File: config.mk
export PLATFORM = sky130hd
export DESIGN_NAME = tnoc_vc_packet_mux
export DESIGN_NICKNAME = d
export VERILOG_FILES = /design/src/rtl/tnoc_pkg.sv /design/src/rtl/tnoc_rr_arbiter.sv /design/src/rtl/tnoc_vc_packet_mux.sv
export SDC_FILE = /design/constraint.sdc
export NUM_CORES = 1
export LEC_CHECK = 0
export CAP_MARGIN = 40
export CELL_PAD_IN_SITES_DETAIL_PLACEMENT = 1
export CELL_PAD_IN_SITES_GLOBAL_PLACEMENT = 1
export CORE_MARGIN = 3
export CORE_UTILIZATION = 26
export CTS_CLUSTER_SIZE = 10
export DETAILED_ROUTE_END_ITERATION = 8
export GPL_TIMING_DRIVEN = 0
export PLACE_DENSITY_LB_ADDON = 0.1
export SLEW_MARGIN = 20
export SYNTH_ARGS = -nofsm -noshare
export SYNTH_HDL_FRONTEND = slang
export SYNTH_HIERARCHICAL = 1
export SYNTH_SLANG_ARGS = --single-unit
File: constraint.sdc
create_clock -name clk -period 2.56 [get_ports clk]
set_clock_uncertainty 0.1 [all_clocks]
set_input_delay 0.384 -clock clk [delete_from_list [all_inputs] [get_ports clk]]
set_output_delay 0.384 -clock clk [all_outputs]
set_load 0.01 [all_outputs]
File: src/rtl/tnoc_pkg.sv
// Shared NoC router types: VC mux FSM states, flit control markers and the
// wrap-around first-set-bit picker used by the VC arbiters.
package tnoc_pkg;

  localparam int unsigned TNOC_MAX_CHANNELS = 32;

  typedef enum logic {
    IDLE,
    LOCKED
  } vc_mux_state_e;

  typedef struct packed {
    logic head;
    logic tail;
  } flit_ctrl_t;

  // Index of the first set bit at or after ptr, wrapping modulo channels; 0 if none.
  function automatic int unsigned tnoc_rr_pick(
    input logic [TNOC_MAX_CHANNELS-1:0] valid,
    input int unsigned                  ptr,
    input int unsigned                  channels
  );
    int unsigned pick;
    int unsigned idx;
    logic        found;
    pick  = 0;
    found = 1'b0;
    for (int unsigned i = 0; i < TNOC_MAX_CHANNELS; i++) begin
      if (i < channels) begin
        idx = ptr + i;
        if (idx >= channels) idx = idx - channels;
        if (!found && valid[idx[4:0]]) begin
          pick  = idx;
          found = 1'b1;
        end
      end
    end
    return pick;
  endfunction

endpackage

File: src/rtl/tnoc_rr_arbiter.sv
// Round-robin VC picker: scans from the pointer upward and moves the pointer
// past a VC once that VC's packet has completed.
module tnoc_rr_arbiter
  import tnoc_pkg::*;
#(
  parameter int CHANNELS = 2,
  parameter int VC_WIDTH = $clog2(CHANNELS)
) (
  input  logic                clk,
  input  logic                rst,
  input  logic                i_clear,
  input  logic [CHANNELS-1:0] i_request,
  input  logic                i_update,
  input  logic [VC_WIDTH-1:0] i_update_vc,
  output logic [VC_WIDTH-1:0] o_grant_vc
);

  logic [VC_WIDTH-1:0] rr_ptr;
  logic [VC_WIDTH-1:0] rr_next;

  assign o_grant_vc = VC_WIDTH'(tnoc_rr_pick(TNOC_MAX_CHANNELS'(i_request),
                                             32'(rr_ptr), CHANNELS));

  assign rr_next = (i_update_vc == VC_WIDTH'(CHANNELS - 1)) ? '0 : i_update_vc + 1'b1;

  always_ff @(posedge clk or posedge rst) begin
    if (rst) begin
      rr_ptr <= '0;
    end else if (i_clear) begin
      rr_ptr <= '0;
    end else if (i_update) begin
      rr_ptr <= rr_next;
    end
  end

endmodule

File: src/rtl/tnoc_vc_packet_mux.sv
// Merges per-VC flit streams into one registered stream, holding a VC's grant
// for a whole packet. Define TNOC_VC_PACKET_MUX_FIXED_PRIORITY_EN for fixed priority.
module tnoc_vc_packet_mux
  import tnoc_pkg::*;
#(
  parameter int CHANNELS   = 2,
  parameter int FLIT_WIDTH = 64,
  parameter int VC_WIDTH   = $clog2(CHANNELS)
) (
  input  logic                           clk,
  input  logic                           rst,
  input  logic                           i_clear,
  input  logic [CHANNELS-1:0]            i_valid,
  output logic [CHANNELS-1:0]            o_ready,
  input  logic [CHANNELS-1:0]            i_head,
  input  logic [CHANNELS-1:0]            i_tail,
  input  logic [CHANNELS*FLIT_WIDTH-1:0] i_flit,
  output logic                           o_valid,
  input  logic                           i_ready,
  output logic                           o_head,
  output logic                           o_tail,
  output logic [FLIT_WIDTH-1:0]          o_flit,
  output logic [VC_WIDTH-1:0]            o_vc
);

  vc_mux_state_e       state_q;
  vc_mux_state_e       state_d;
  logic [VC_WIDTH-1:0] lock_vc;
  logic [VC_WIDTH-1:0] pick_vc_p0;
  logic [VC_WIDTH-1:0] sel_vc_p0;
  logic                open_p0;
  logic                accept_p0;
  logic                tail_done_p0;
  flit_ctrl_t          ctrl_p0;

`ifdef TNOC_VC_PACKET_MUX_FIXED_PRIORITY_EN
  assign pick_vc_p0 = VC_WIDTH'(tnoc_rr_pick(TNOC_MAX_CHANNELS'(i_valid), 0, CHANNELS));
`else
  tnoc_rr_arbiter #(
    .CHANNELS (CHANNELS),
    .VC_WIDTH (VC_WIDTH)
  ) u_arbiter (
    .clk         (clk),
    .rst         (rst),
    .i_clear     (i_clear),
    .i_request   (i_valid),
    .i_update    (tail_done_p0),
    .i_update_vc (sel_vc_p0),
    .o_grant_vc  (pick_vc_p0)
  );
`endif

  // Stage p0: select the source VC, decide acceptance and the next FSM state
  always_comb begin
    open_p0      = !o_valid || i_ready;
    sel_vc_p0    = (state_q == LOCKED) ? lock_vc : pick_vc_p0;
    accept_p0    = i_valid[sel_vc_p0] && open_p0 && !i_clear;
    ctrl_p0      = '{head: i_head[sel_vc_p0], tail: i_tail[sel_vc_p0]};
    tail_done_p0 = accept_p0 && ctrl_p0.tail;
    o_ready      = '0;
    state_d      = state_q;
    if (accept_p0) begin
      o_ready[sel_vc_p0] = 1'b1;
      state_d            = ctrl_p0.tail ? IDLE : LOCKED;
    end
    if (i_clear) state_d = IDLE;
  end

  always_ff @(posedge clk or posedge rst) begin
    if (rst) begin
      state_q <= IDLE;
      lock_vc <= '0;
    end else begin
      state_q <= state_d;
      if (accept_p0 && !ctrl_p0.tail) lock_vc <= sel_vc_p0;
    end
  end

  // Stage p1: output register
  always_ff @(posedge clk or posedge rst) begin
    if (rst) begin
      o_valid <= 1'b0;
      o_head  <= 1'b0;
      o_tail  <= 1'b0;
      o_flit  <= '0;
      o_vc    <= '0;
    end else begin
      if (i_clear) begin
        o_valid <= 1'b0;
      end else if (accept_p0) begin
        o_valid <= 1'b1;
      end else if (i_ready) begin
        o_valid <= 1'b0;
      end
      if (accept_p0) begin
        o_head <= ctrl_p0.head;
        o_tail <= ctrl_p0.tail;
        o_flit <= i_flit[sel_vc_p0*FLIT_WIDTH +: FLIT_WIDTH];
        o_vc   <= sel_vc_p0;
      end
    end
  end

endmodule

==> results.toml <==
[status]
status = "finished, final reports clean"

[die]
dieArea_um2 = 14100
coreArea_um2 = 12200
rows = 40
die_h_um = 119
num_io_pins = 208
fp.dieW_um = 119
start_util_pct = 27.1

[clocking]
clock_latency_ns = 0.33
htreeDepth = 3
clockBufferDepth = 2
cts-root-buf = "clkbuf_16"
hold_buffers = 0
cts_tree = "built"
cts_buffers = 9
clkTransAtPathRegs_ns = 0.06
clock-sinks = 71

[worst_setup_path]
cp-end-kind = "primary output"
worstPathArrival_ns = 1.96
slowest_delay_ns = 0.61
path_cells = "inv_1 > a21boi_1 > mux2_4 > or4b_4 > clkinv_8 > clkbuf_2"
crit_path_top_delay_cell = "or4b_4"
reg2reg_depth = 8
cp.required_ns = 2.08
crit_type = "flop to primary output"
crit_fanout = 6
crit_path_start_kind = "flop"

[logic_synthesis]
synth.distinct_cells = 29
ys_warn_count = 6
synth_common_cells = "dfrtp_1, inv_1, a22oi_1"
netlist_instances = 314
synth_xor_area_share_pct = 0
synth_compound_area_share_pct = 29.9
netlist_area_um2 = 3310
yosys.area_share.adder_pct = 0
synthTopCellsByArea = "dfrtp_1, a22oi_1, o21ai_2, inv_1, o21ai_0"
synth_edf_count = 0
synth-async-reset-ratio_pct = 100
synth_most_common_cell = "dfrtp_1"
ys_seq_elements = 71
synth_top_area_share_pct = 53.6
synth_nets = 452
synthFlopType = "dfrtp_1"
synth_top_family_by_area = "compound AO/OA/AOI/OAI gates"
yosysTopAreaCell = "dfrtp_1"
synthMuxAreaShare_pct = 1.06
avgSynthCellArea_um2 = 10.5
yosysSeqAreaShare_pct = 53.6
synth_simple_gate_area_share_pct = 1.85

[sta]
drv_slew = 0
hold_viol = 0
setup-violations-final = 0
fin_crit_sh_pct = 95.6
relSlewSlack_pct = 66.2
max_clock_freq_mhz = 409
rsz0062_at_grt = "false"
min_period_ns = 2.45
tightest_slew_ns = 0.507

[pwr]
p_sw_share_pct = 29.6
leakage_uw = 0.00255
p_int_uw = 2920
pwr-share-clk_pct = 26.8
seq_power_share_pct = 37.4
p_per_area_nw_per_um2 = 697
combPwrFrac_pct = 35.9
switching_power_uw = 1230
vdd_drop_max_mv = 0.232

[routing]
detail_route.wirelength_mm = 11.6
antenna_left = 0
vias_per_cell = 4.47
routedWlPerCell_um = 16.4
drtPass1Iterations = 4
drt_iter0_drc = 82
vias = 3186
drc = 0

[placement]
placedCellCount = 690
gp_congestion = 0.757
hpwlAfterDp_mm = 9.07
numPortBuffers = 207

[global_route]
grt.overflow.total = 0
grt_pass1_vias = 3439
grt_pass1_wl_mm = 18.1
antenna_found_initial = 0
grt_start_max_net_pins = 38
grtUsageTotal_pct = 16.3

[cells_and_area]
area_growth_syn_to_layout_pct = 79.3
final_util_pct = 48.6
fillCellCount = 1377
drive_above_1_share_pct = 14.3
final-instance-count-excl-fill = 712
nets = 677
antenna_cells = 0

[worst_hold_path]
hold_path.class = "input port to async pin"

[run]
drv_cap = 0
==> kinds of logic (layout without fill, tap and decap cells) <==
group | Yosys count | count (layout)
compound gates | 139 | 139
buf+inv | 91 | 321
flops | 71 | 71
simple gates | 10 | 10
mux | 3 | 3
==> cells in the final DEF, fill, tap and decap left out, types with 5 or more instances in the layout <==
| cell | Yosys | final |
|---|---|---|
| o21ai_2 | 30 | 30 |
| a22oi_1 | 64 | 64 |
| clkbuf_1 | 4 | 5 |
| inv_1 | 68 | 67 |
| clkinv_2 | 1 | 5 |
| buf_4 | 4 | 9 |
| dfrtp_1 | 71 | 71 |
| clkdlybuf4s50_1 | 0 | 203 |
| o21ai_0 | 35 | 35 |
| clkbuf_16 | 0 | 9 |
==> power by group through the flow <==
| stage | registers [uW] | clock network (uW) | logic [uW] |
|---|---|---|---|
| after detailed placement | 1570 | 0 | 1500 |
| after global placement | 1550 | 0 | 1470 |
| after floorplan | 1690 | 0 | 436 |
| after CTS | 1550 | 1160 | 1510 |
| after global routing | 1590 | 1200 | 1610 |
| final | 1550 | 1110 | 1480 |
==> routing by layer <==
layer | vias to the layer above | track usage, % | wire length [um]
met1 | 1516 | 19.0 | 4690
met5 | - | 0 | 0
li1 | 1524 | - | -
met2 | 132 | 26.3 | 5550
met4 | 0 | 6.73 | 236
met3 | 14 | 6.98 | 1170
==> critical path, delay by kind of cell, from the launching register on <==
family / cells / cell delay [ns]
AND/OR/NAND/NOR: 1 / 0.61
AO/OA/AOI/OAI: 1 / 0.06
buffers and inverters: 3 / 0.26
flip-flops: 1 / 0.38
multiplexers: 1 / 0.31
==> final timing paths <==
kind / end / startpoint / slack, ns
max: o_ready[0] / u_arbiter/rr_ptr / 0.11
max in group asynchronous: o_flit[21] / rst / 1.46
max reg2reg: o_flit[54] / u_arbiter/rr_ptr / 0.21
min in group clk: o_valid / i_valid[1] / 0.36
min reg2reg: o_tail / o_tail / 0.38
min: u_arbiter/rr_ptr / rst / 0.17
==> final cells by class <==
type / instances / area, um^2 / area share (%)
Tap cell: 168 / 210 / 3.54
Multi-Input combinational cell: 152 / 1090 / 18.4
Buffer: 20 / 181 / 3.05
Clock inverter: 5 / 25.0 / 0.421
Inverter: 70 / 278 / 4.68
Clock buffer: 11 / 233 / 3.92
Timing Repair Buffer: 214 / 2140 / 36.0
Timing Repair inverter: 1 / 8.76 / 0.147
Sequential cell: 71 / 1780 / 29.9
==> repair_timing <==
action                     CTS  global route
resized for setup            8             4
pin swaps                    0             1
setup endpoints to repair    2             2
buffers inserted             0             6
gates cloned                 0             1
==> metrics by stage <==
step	hold WS, ns	worst slack (ns)	TNS [ns]	power, uW	instance area, um^2
floorplan	0.0127	0.308	0	2120	3310
global placement	0.362	-1.14	-87.58	3020	5590
detailed placement	0.373	-0.661	-11.60	3060	5620
CTS	0.152	-0.204	-0.204	4220	5880
global route	0.164	0.0359	0	4400	5940
finish	0.166	0.113	0	4140	5940
==> sequential cells by signal, summed over array words and instances, names as in the netlist <==
register and count:
o_head 1, state_q 1, lock_vc 1, o_vc 1, o_flit 64, o_valid 1, o_tail 1, u_arbiter/rr_ptr 1
Power figures use the tool's default switching activity.
